**config.mk**
```make
export PLATFORM = sky130hd
export DESIGN_NAME = uart_tx_fifo
export DESIGN_NICKNAME = d
export VERILOG_FILES = /design/src/rtl/uart_pkg.sv /design/src/rtl/sync_fifo.sv /design/src/rtl/uart_tx_fifo.sv
export SDC_FILE = /design/constraint.sdc
export NUM_CORES = 1
export LEC_CHECK = 0
export ABC_CLOCK_PERIOD_IN_PS = 2700
export CAP_MARGIN = 20
export CORE_MARGIN = 1.5
export CORE_UTILIZATION = 59
export CTS_CLUSTER_SIZE = 20
export DETAILED_ROUTE_END_ITERATION = 16
export GPL_TIMING_DRIVEN = 0
export PLACE_DENSITY = 0.79
export SYNTH_ARGS = -nofsm -noshare
export SYNTH_HDL_FRONTEND = slang
export SYNTH_SLANG_ARGS = --single-unit
```
**constraint.sdc**
```tcl
create_clock -name clk -period 2.7 [get_ports clk]
set_input_delay 0.27 -clock clk [delete_from_list [all_inputs] [get_ports clk]]
set_output_delay 0.27 -clock clk [all_outputs]
set_load 0.1 [all_outputs]
```
**src/rtl/uart_pkg.sv**
```systemverilog
// uart_pkg: shared definitions for the UART transmit/receive paths.
//   - FSM state encoding (S_IDLE/S_START/S_DATA/S_STOP) and the matching enum
//   - 8N1 frame constants
//   - calc_clks_per_bit(): clock cycles per serial bit
package uart_pkg;

  localparam logic [1:0] S_IDLE  = 2'd0;
  localparam logic [1:0] S_START = 2'd1;
  localparam logic [1:0] S_DATA  = 2'd2;
  localparam logic [1:0] S_STOP  = 2'd3;

  typedef enum logic [1:0] {
    ST_IDLE  = S_IDLE,
    ST_START = S_START,
    ST_DATA  = S_DATA,
    ST_STOP  = S_STOP
  } tx_state_t;

  // 8N1 framing
  localparam int   FRAME_DATA_BITS = 8;
  localparam logic START_BIT       = 1'b0;
  localparam logic STOP_BIT        = 1'b1;

  // Integer division; callers must keep the result >= 2.
  function automatic int calc_clks_per_bit(input int clk_freq, input int baud_rate);
    return clk_freq / baud_rate;
  endfunction

endpackage

```
**src/rtl/sync_fifo.sv**
```systemverilog
// sync_fifo: single-clock FIFO, reusable by both UART directions.
// Ports:
//   clk, rst_n        clock, asynchronous active-low reset
//   push, din         write request and data; ignored while full
//   pop               read request; ignored while empty
//   dout              head entry, combinational read (valid while !empty)
//   full, empty       combinational from count
//   count             number of stored entries (0..DEPTH)
// Handshake: a push is accepted on a rising edge iff push=1 and full=0 at that
// edge; a pop is accepted iff pop=1 and empty=0. A simultaneous pop never
// makes room for a push in the same cycle.
module sync_fifo #(
  parameter int WIDTH = 8,
  parameter int DEPTH = 8
) (
  input  logic                     clk,
  input  logic                     rst_n,
  input  logic                     push,
  input  logic                     pop,
  input  logic [WIDTH-1:0]         din,
  output logic [WIDTH-1:0]         dout,
  output logic                     full,
  output logic                     empty,
  output logic [$clog2(DEPTH):0]   count
);

  localparam int AW = $clog2(DEPTH);
  localparam int CW = AW + 1;

  logic [WIDTH-1:0] mem [DEPTH];
  logic [AW-1:0]    wr_ptr;
  logic [AW-1:0]    rd_ptr;
  logic             do_push;
  logic             do_pop;

  assign full    = (count == CW'(DEPTH));
  assign empty   = (count == '0);
  assign do_push = push && !full;
  assign do_pop  = pop && !empty;
  assign dout    = mem[rd_ptr];

  // DEPTH is a power of two, so the pointers wrap naturally.
  always_ff @(posedge clk or negedge rst_n) begin
    if (!rst_n) begin
      wr_ptr <= '0;
      rd_ptr <= '0;
      count  <= '0;
    end else begin
      if (do_push) wr_ptr <= wr_ptr + 1'b1;
      if (do_pop)  rd_ptr <= rd_ptr + 1'b1;
      case ({do_push, do_pop})
        2'b10:   count <= count + 1'b1;
        2'b01:   count <= count - 1'b1;
        default: count <= count;
      endcase
    end
  end

  // Storage needs no reset; entries are only read after being written.
  always_ff @(posedge clk) begin
    if (do_push) mem[wr_ptr] <= din;
  end

endmodule

```
**src/rtl/uart_tx_fifo.sv**
```systemverilog
// uart_tx_fifo: memory-mapped UART transmitter with a transmit FIFO.
// Bytes pushed by the CPU store path are serialised as 8N1 frames
// (start 0, 8 data bits LSB first, stop 1) at CLK_FREQ/BAUD_RATE clocks/bit.
// Ports:
//   clk, reset        clock, asynchronous active-low reset
//   wr_en, wr_data    push request (accepted when !full, else dropped)
//   clr_ovf           clears the sticky overflow flag (a same-cycle drop wins)
//   full, empty       FIFO status, combinational from the FIFO count
//   busy              frame in progress (registered)
//   overflow          sticky: push attempted while full
//   tx_done           one-cycle pulse at the end of each stop bit (registered)
//   uart_tx           serial line, registered, idle high
//   state_dbg         current FSM state encoding
//   fifo_level        current FIFO count
module uart_tx_fifo
  import uart_pkg::*;
#(
  parameter int CLK_FREQ   = 50000000,
  parameter int BAUD_RATE  = 115200,
  parameter int FIFO_DEPTH = 8,
  parameter int DATA_BITS  = FRAME_DATA_BITS
) (
  input  logic                          clk,
  input  logic                          reset,
  input  logic                          wr_en,
  input  logic [DATA_BITS-1:0]          wr_data,
  input  logic                          clr_ovf,
  output logic                          full,
  output logic                          empty,
  output logic                          busy,
  output logic                          overflow,
  output logic                          tx_done,
  output logic                          uart_tx,
  output logic [1:0]                    state_dbg,
  output logic [$clog2(FIFO_DEPTH):0]   fifo_level
);

  localparam int CPB   = calc_clks_per_bit(CLK_FREQ, BAUD_RATE);
  localparam int CNT_W = (CPB > 1) ? $clog2(CPB) : 1;
  localparam int IDX_W = $clog2(DATA_BITS);

  tx_state_t            state;
  logic [CNT_W-1:0]     baud_cnt;
  logic [IDX_W-1:0]     bit_idx;
  logic [DATA_BITS-1:0] shift_reg;
  logic [DATA_BITS-1:0] fifo_dout;
  logic                 baud_tick;
  logic                 load;
  logic                 drop;

  sync_fifo #(
    .WIDTH (DATA_BITS),
    .DEPTH (FIFO_DEPTH)
  ) u_fifo (
    .clk   (clk),
    .rst_n (reset),
    .push  (wr_en),
    .pop   (load),
    .din   (wr_data),
    .dout  (fifo_dout),
    .full  (full),
    .empty (empty),
    .count (fifo_level)
  );

  assign baud_tick = (baud_cnt == CNT_W'(CPB - 1));
  // The next byte is taken either from IDLE or at the very end of a stop bit,
  // so back-to-back frames have no idle gap.
  assign load      = !empty && ((state == ST_IDLE) || (state == ST_STOP && baud_tick));
  assign drop      = wr_en && full;
  assign state_dbg = state;

  // Overflow: a dropped push in the same cycle beats clr_ovf.
  always_ff @(posedge clk or negedge reset) begin
    if (!reset) begin
      overflow <= 1'b0;
    end else if (drop) begin
      overflow <= 1'b1;
    end else if (clr_ovf) begin
      overflow <= 1'b0;
    end
  end

  always_ff @(posedge clk or negedge reset) begin
    if (!reset) begin
      state     <= ST_IDLE;
      baud_cnt  <= '0;
      bit_idx   <= '0;
      shift_reg <= '0;
      uart_tx   <= STOP_BIT;
      busy      <= 1'b0;
      tx_done   <= 1'b0;
    end else begin
      tx_done <= 1'b0;
      case (state)
        ST_IDLE: begin
          uart_tx <= STOP_BIT;
          if (load) begin
            shift_reg <= fifo_dout;
            baud_cnt  <= '0;
            uart_tx   <= START_BIT;
            busy      <= 1'b1;
            state     <= ST_START;
          end
        end
        ST_START: begin
          if (baud_tick) begin
            baud_cnt <= '0;
            bit_idx  <= '0;
            uart_tx  <= shift_reg[0];
            state    <= ST_DATA;
          end else begin
            baud_cnt <= baud_cnt + 1'b1;
          end
        end
        ST_DATA: begin
          if (baud_tick) begin
            baud_cnt  <= '0;
            shift_reg <= shift_reg >> 1;
            bit_idx   <= bit_idx + 1'b1;
            if (bit_idx == IDX_W'(DATA_BITS - 1)) begin
              uart_tx <= STOP_BIT;
              state   <= ST_STOP;
            end else begin
              // Next bit is the one about to be shifted into position 0.
              uart_tx <= shift_reg[1];
            end
          end else begin
            baud_cnt <= baud_cnt + 1'b1;
          end
        end
        ST_STOP: begin
          if (baud_tick) begin
            baud_cnt <= '0;
            tx_done  <= 1'b1;
            if (load) begin
              shift_reg <= fifo_dout;
              uart_tx   <= START_BIT;
              state     <= ST_START;
            end else begin
              busy  <= 1'b0;
              state <= ST_IDLE;
            end
          end else begin
            baud_cnt <= baud_cnt + 1'b1;
          end
        end
        default: state <= ST_IDLE;
      endcase
    end
  end

endmodule
```
==> flow_summary.yaml <==
place:
  io_buffer_count: 23
  place_hpwl_mm: 5.42
  gpl.final_weighted_congestion: 0.824
  dp_slack_ns: -0.0124
drt:
  average_wire_per_cell_in_the_routed_design_um: 17.3
  drc: 0
  post_drt_via_cell_ratio: 5.88
  drt-initial-drc-count: 140
  num_vias: 2691
  drt_pre_antenna_iters: 5
  wirelength_mm: 7.91
  antenna_left: 0
die:
  die_height_um: 90.3
  floorplan.die.width_um: 90.3
  std_cell_rows: 31
  die_area_sq_um: 8150
  core_area_sq_um: 7330
  floorplan.io_pins: 24
  start_util: 0.613
synth:
  synth_top_family_by_area: "multiplexers"
  synthesized_area_fraction_occupied_by_ao_oa_aoi_and_oai_cells: 0.0805
  synth_async_sr_flop_share: 0.360
  syn_inst: 315
  synth_edf_count: 64
  post_synth_mux_area_share: 0.108
  xor_xnor_portion_of_the_synthesized_cell_area: 0.0156
  synth_cell_types: 50
  postSynth.topFlopCell: "sky130_fd_sc_hd__edfxtp_1"
  synth_area_per_cell_sq_um: 14.3
  synth_adder_area_share: 0.0462
  synthesized_flop_and_latch_total: 100
  synth_seq_area_share: 0.628
  synthSimpleGateAreaFrac: 0.0960
  syn_area_sq_um: 4490
  synth-warning-count: 0
  synth.net_count: 343
global_routing:
  grt_pass1_vias: 2642
  grt_util_all_layers: 0.215
  grt_antenna_before_repair: 0
  grt.overflow.total: 0
  maximum_number_of_pins_on_one_net_before_global_route_repair: 37
  first_pass_grt_wire_length_mm: 13.4
final_layout:
  final_core_util: 0.704
  mostFrequentLayoutCells: "sky130_fd_sc_hd__edfxtp_1 (64), sky130_fd_sc_hd__nand2_1 (33), sky130_fd_sc_hd__dfrtp_1 (30)"
  nets: 382
  area.growth.synth_to_final_pct: 14.8
  drive_gt1_frac: 0.198
  num_antenna_cells: 0
  mostFrequentLayoutCell: "sky130_fd_sc_hd__edfxtp_1"
  largest_register_ffs: 64
pwr:
  pwr_density_cell_nw_per_um2: 1140
  power.total_mw: 5.90
  cell_leakage_power_nw: 1.95
  worst_ir_drop_vdd_mv: 0.669
sta:
  final_critical_path_setup_slack_ns: 0.147
  final_period_minus_worst_setup_slack_ns: 2.55
  tightest_slew_ns: 0.981
  grt_setup_unrepaired: "false"
  setup_viol: 0
  hold-worst-slack_ns: -0.00962
  achievable-frequency_ghz: 0.392
  relSlewSlack: 0.344
  finalHoldViolCount: 17
  fin_crit_sh: 0.946
  fin_worst_skew_ns: 0.0172
  final-max-slew-violation-count: 0
critical_path:
  cp_data_arrival_time_ns: 2.81
  worstSetupStartpoint: "baud_cnt[1]$_DFFE_PN0N_"
  critPathLaunchType: "flop"
  worst_ep_required_time_ns: 2.96
  maximum_fanout_along_the_worst_path: 5
  critical_path_endpoint: "u_fifo.count[3]$_DFFE_PN0P_"
  r2r.worst_path.cells: 12
  reg2reg_from: "baud_cnt[1]$_DFFE_PN0N_"
  worst_r2r_endpoint: "u_fifo.count[3]$_DFFE_PN0P_"
  endpoint_kind: "flop"
  rrSetupSlack_ns: 0.15
  setup.worst_path.class: "flop to flop"
clock_network:
  cts.sink_count: 100
  cts_root_buf: "sky130_fd_sc_hd__clkbuf_8"
  worst_setup_hold_path_clk_slew_ns: 0.11
  postCtsResizedCells: 5
  max-clock-path-buffers: 2
  postCtsHoldBufs: 0
  htree_num_levels: 3
  clkLatencyLatePin_ns: 0.37
  cts_tree: "done"
  cts_inserted_buffers: 9
  postCtsSetupBuffers: 0
run_status:
  violations: "hold timing"
  status: "complete, but fails checks"
flow_run:
  cap_viol_max_count: 0
min_path:
  hold_class: "input port to async pin"
-- cell families (layout without fill, tap and decap cells) --
kind of cell / after synthesis / after routing
mux: 28 / 28
fa+ha+maj: 16 / 16
flops: 100 / 100
compound gates: 54 / 54
buf+inv: 23 / 67
xor+xnor: 8 / 8
simple gates: 86 / 86
-- per-layer routing --
metal	GRT usage	vias to the layer above	wire, um
met5	0	-	0
met4	0.0582	0	97
met3	0.0455	11	318
met2	0.349	66	3880
met1	0.297	1339	3620
li1	-	1275	-
-- where the power goes --
part	switching, mW	internal, mW
logic	1.63	1.06
registers	0.257	2.01
clock network	0.570	0.376
-- critical path, cell delays in order (launching register included) --
cell and delay [ns]:
sky130_fd_sc_hd__dfrtp_1 0.43, sky130_fd_sc_hd__inv_1 0.09, sky130_fd_sc_hd__ha_1 0.14, sky130_fd_sc_hd__nand4b_1 0.23, sky130_fd_sc_hd__nor3_2 0.28, sky130_fd_sc_hd__o21a_2 0.29
sky130_fd_sc_hd__ha_4 0.19, sky130_fd_sc_hd__ha_4 0.19, sky130_fd_sc_hd__a21o_1 0.16, sky130_fd_sc_hd__a21oi_2 0.14, sky130_fd_sc_hd__xnor2_1 0.13, sky130_fd_sc_hd__nor2_1 0.07
sky130_fd_sc_hd__xor2_1 0.13
-- how the worst min path moves through the flow --
stage	cells after the start	to	startpoint
floorplan	0	baud_cnt[0]$_DFFE_PN0N_	reset
global placement	1	bit_idx[2]$_DFFE_PN0P_	bit_idx[2]$_DFFE_PN0P_
detailed placement	1	baud_cnt[2]$_DFFE_PN0N_	reset
CTS	1	baud_cnt[2]$_DFFE_PN0N_	reset
global route	1	baud_cnt[2]$_DFFE_PN0N_	reset
finish	1	baud_cnt[3]$_DFFE_PN0N_	reset
-- per-stage QoR --
step | hold WS, ns | setup TNS, ns | std cells | instance area [sq um]
6_report | -0.00962 | 0 | 458 | 5160
5_1_grt | 0.0368 | 0 | 458 | 5160
4_1_cts | 0.00736 | 0 | 458 | 5150
3_5_place_dp | 0.413 | -0.0124 | 442 | 4940
3_3_place_gp | 0.480 | -3.70 | 437 | 4910
2_1_floorplan | -0.0256 | -1.21 | 315 | 4560
-- synthesized netlist by cell type (all sizes together) (2+ instances only) --
| cell type | n | area, sq um |
|---|---|---|
| mux4 | 16 | 360 |
| clkbuf | 5 | 18.8 |
| nor3 | 7 | 40.0 |
| a21oi | 9 | 45.0 |
| buf | 7 | 42.5 |
| xnor2 | 5 | 43.8 |
| a32o | 3 | 31.3 |
| nand2 | 34 | 135 |
| inv | 9 | 33.8 |
| a31oi | 2 | 12.5 |
| a21o | 2 | 15.0 |
| nand3b | 8 | 60.1 |
| dfrtp | 35 | 876 |
| o31ai | 3 | 22.5 |
| and3 | 3 | 18.8 |
| mux2i | 9 | 90.1 |
| nand2b | 3 | 18.8 |
| o22ai | 2 | 12.5 |
| edfxtp | 64 | 1920 |
| xor2 | 3 | 26.3 |
| o21ai | 21 | 113 |
| nand3 | 3 | 15.0 |
| nor2b | 2 | 12.5 |
| clkinv | 2 | 20.0 |
| nor2 | 19 | 71.3 |
| a221o | 7 | 70.1 |
| ha | 15 | 188 |
| mux2 | 3 | 33.8 |
-- area by class of cell --
cell class | instances | area (sq um)
fillers | 476 | 2170
clock buffers | 9 | 124
well taps | 99 | 124
repair buffers | 28 | 253
multi-input cells | 192 | 1610
inverters | 11 | 55.1
plain buffers | 12 | 61.3
clock inverters | 7 | 88.8
flip-flops and latches | 100 | 2840
(Power assumes the default switching activity.)
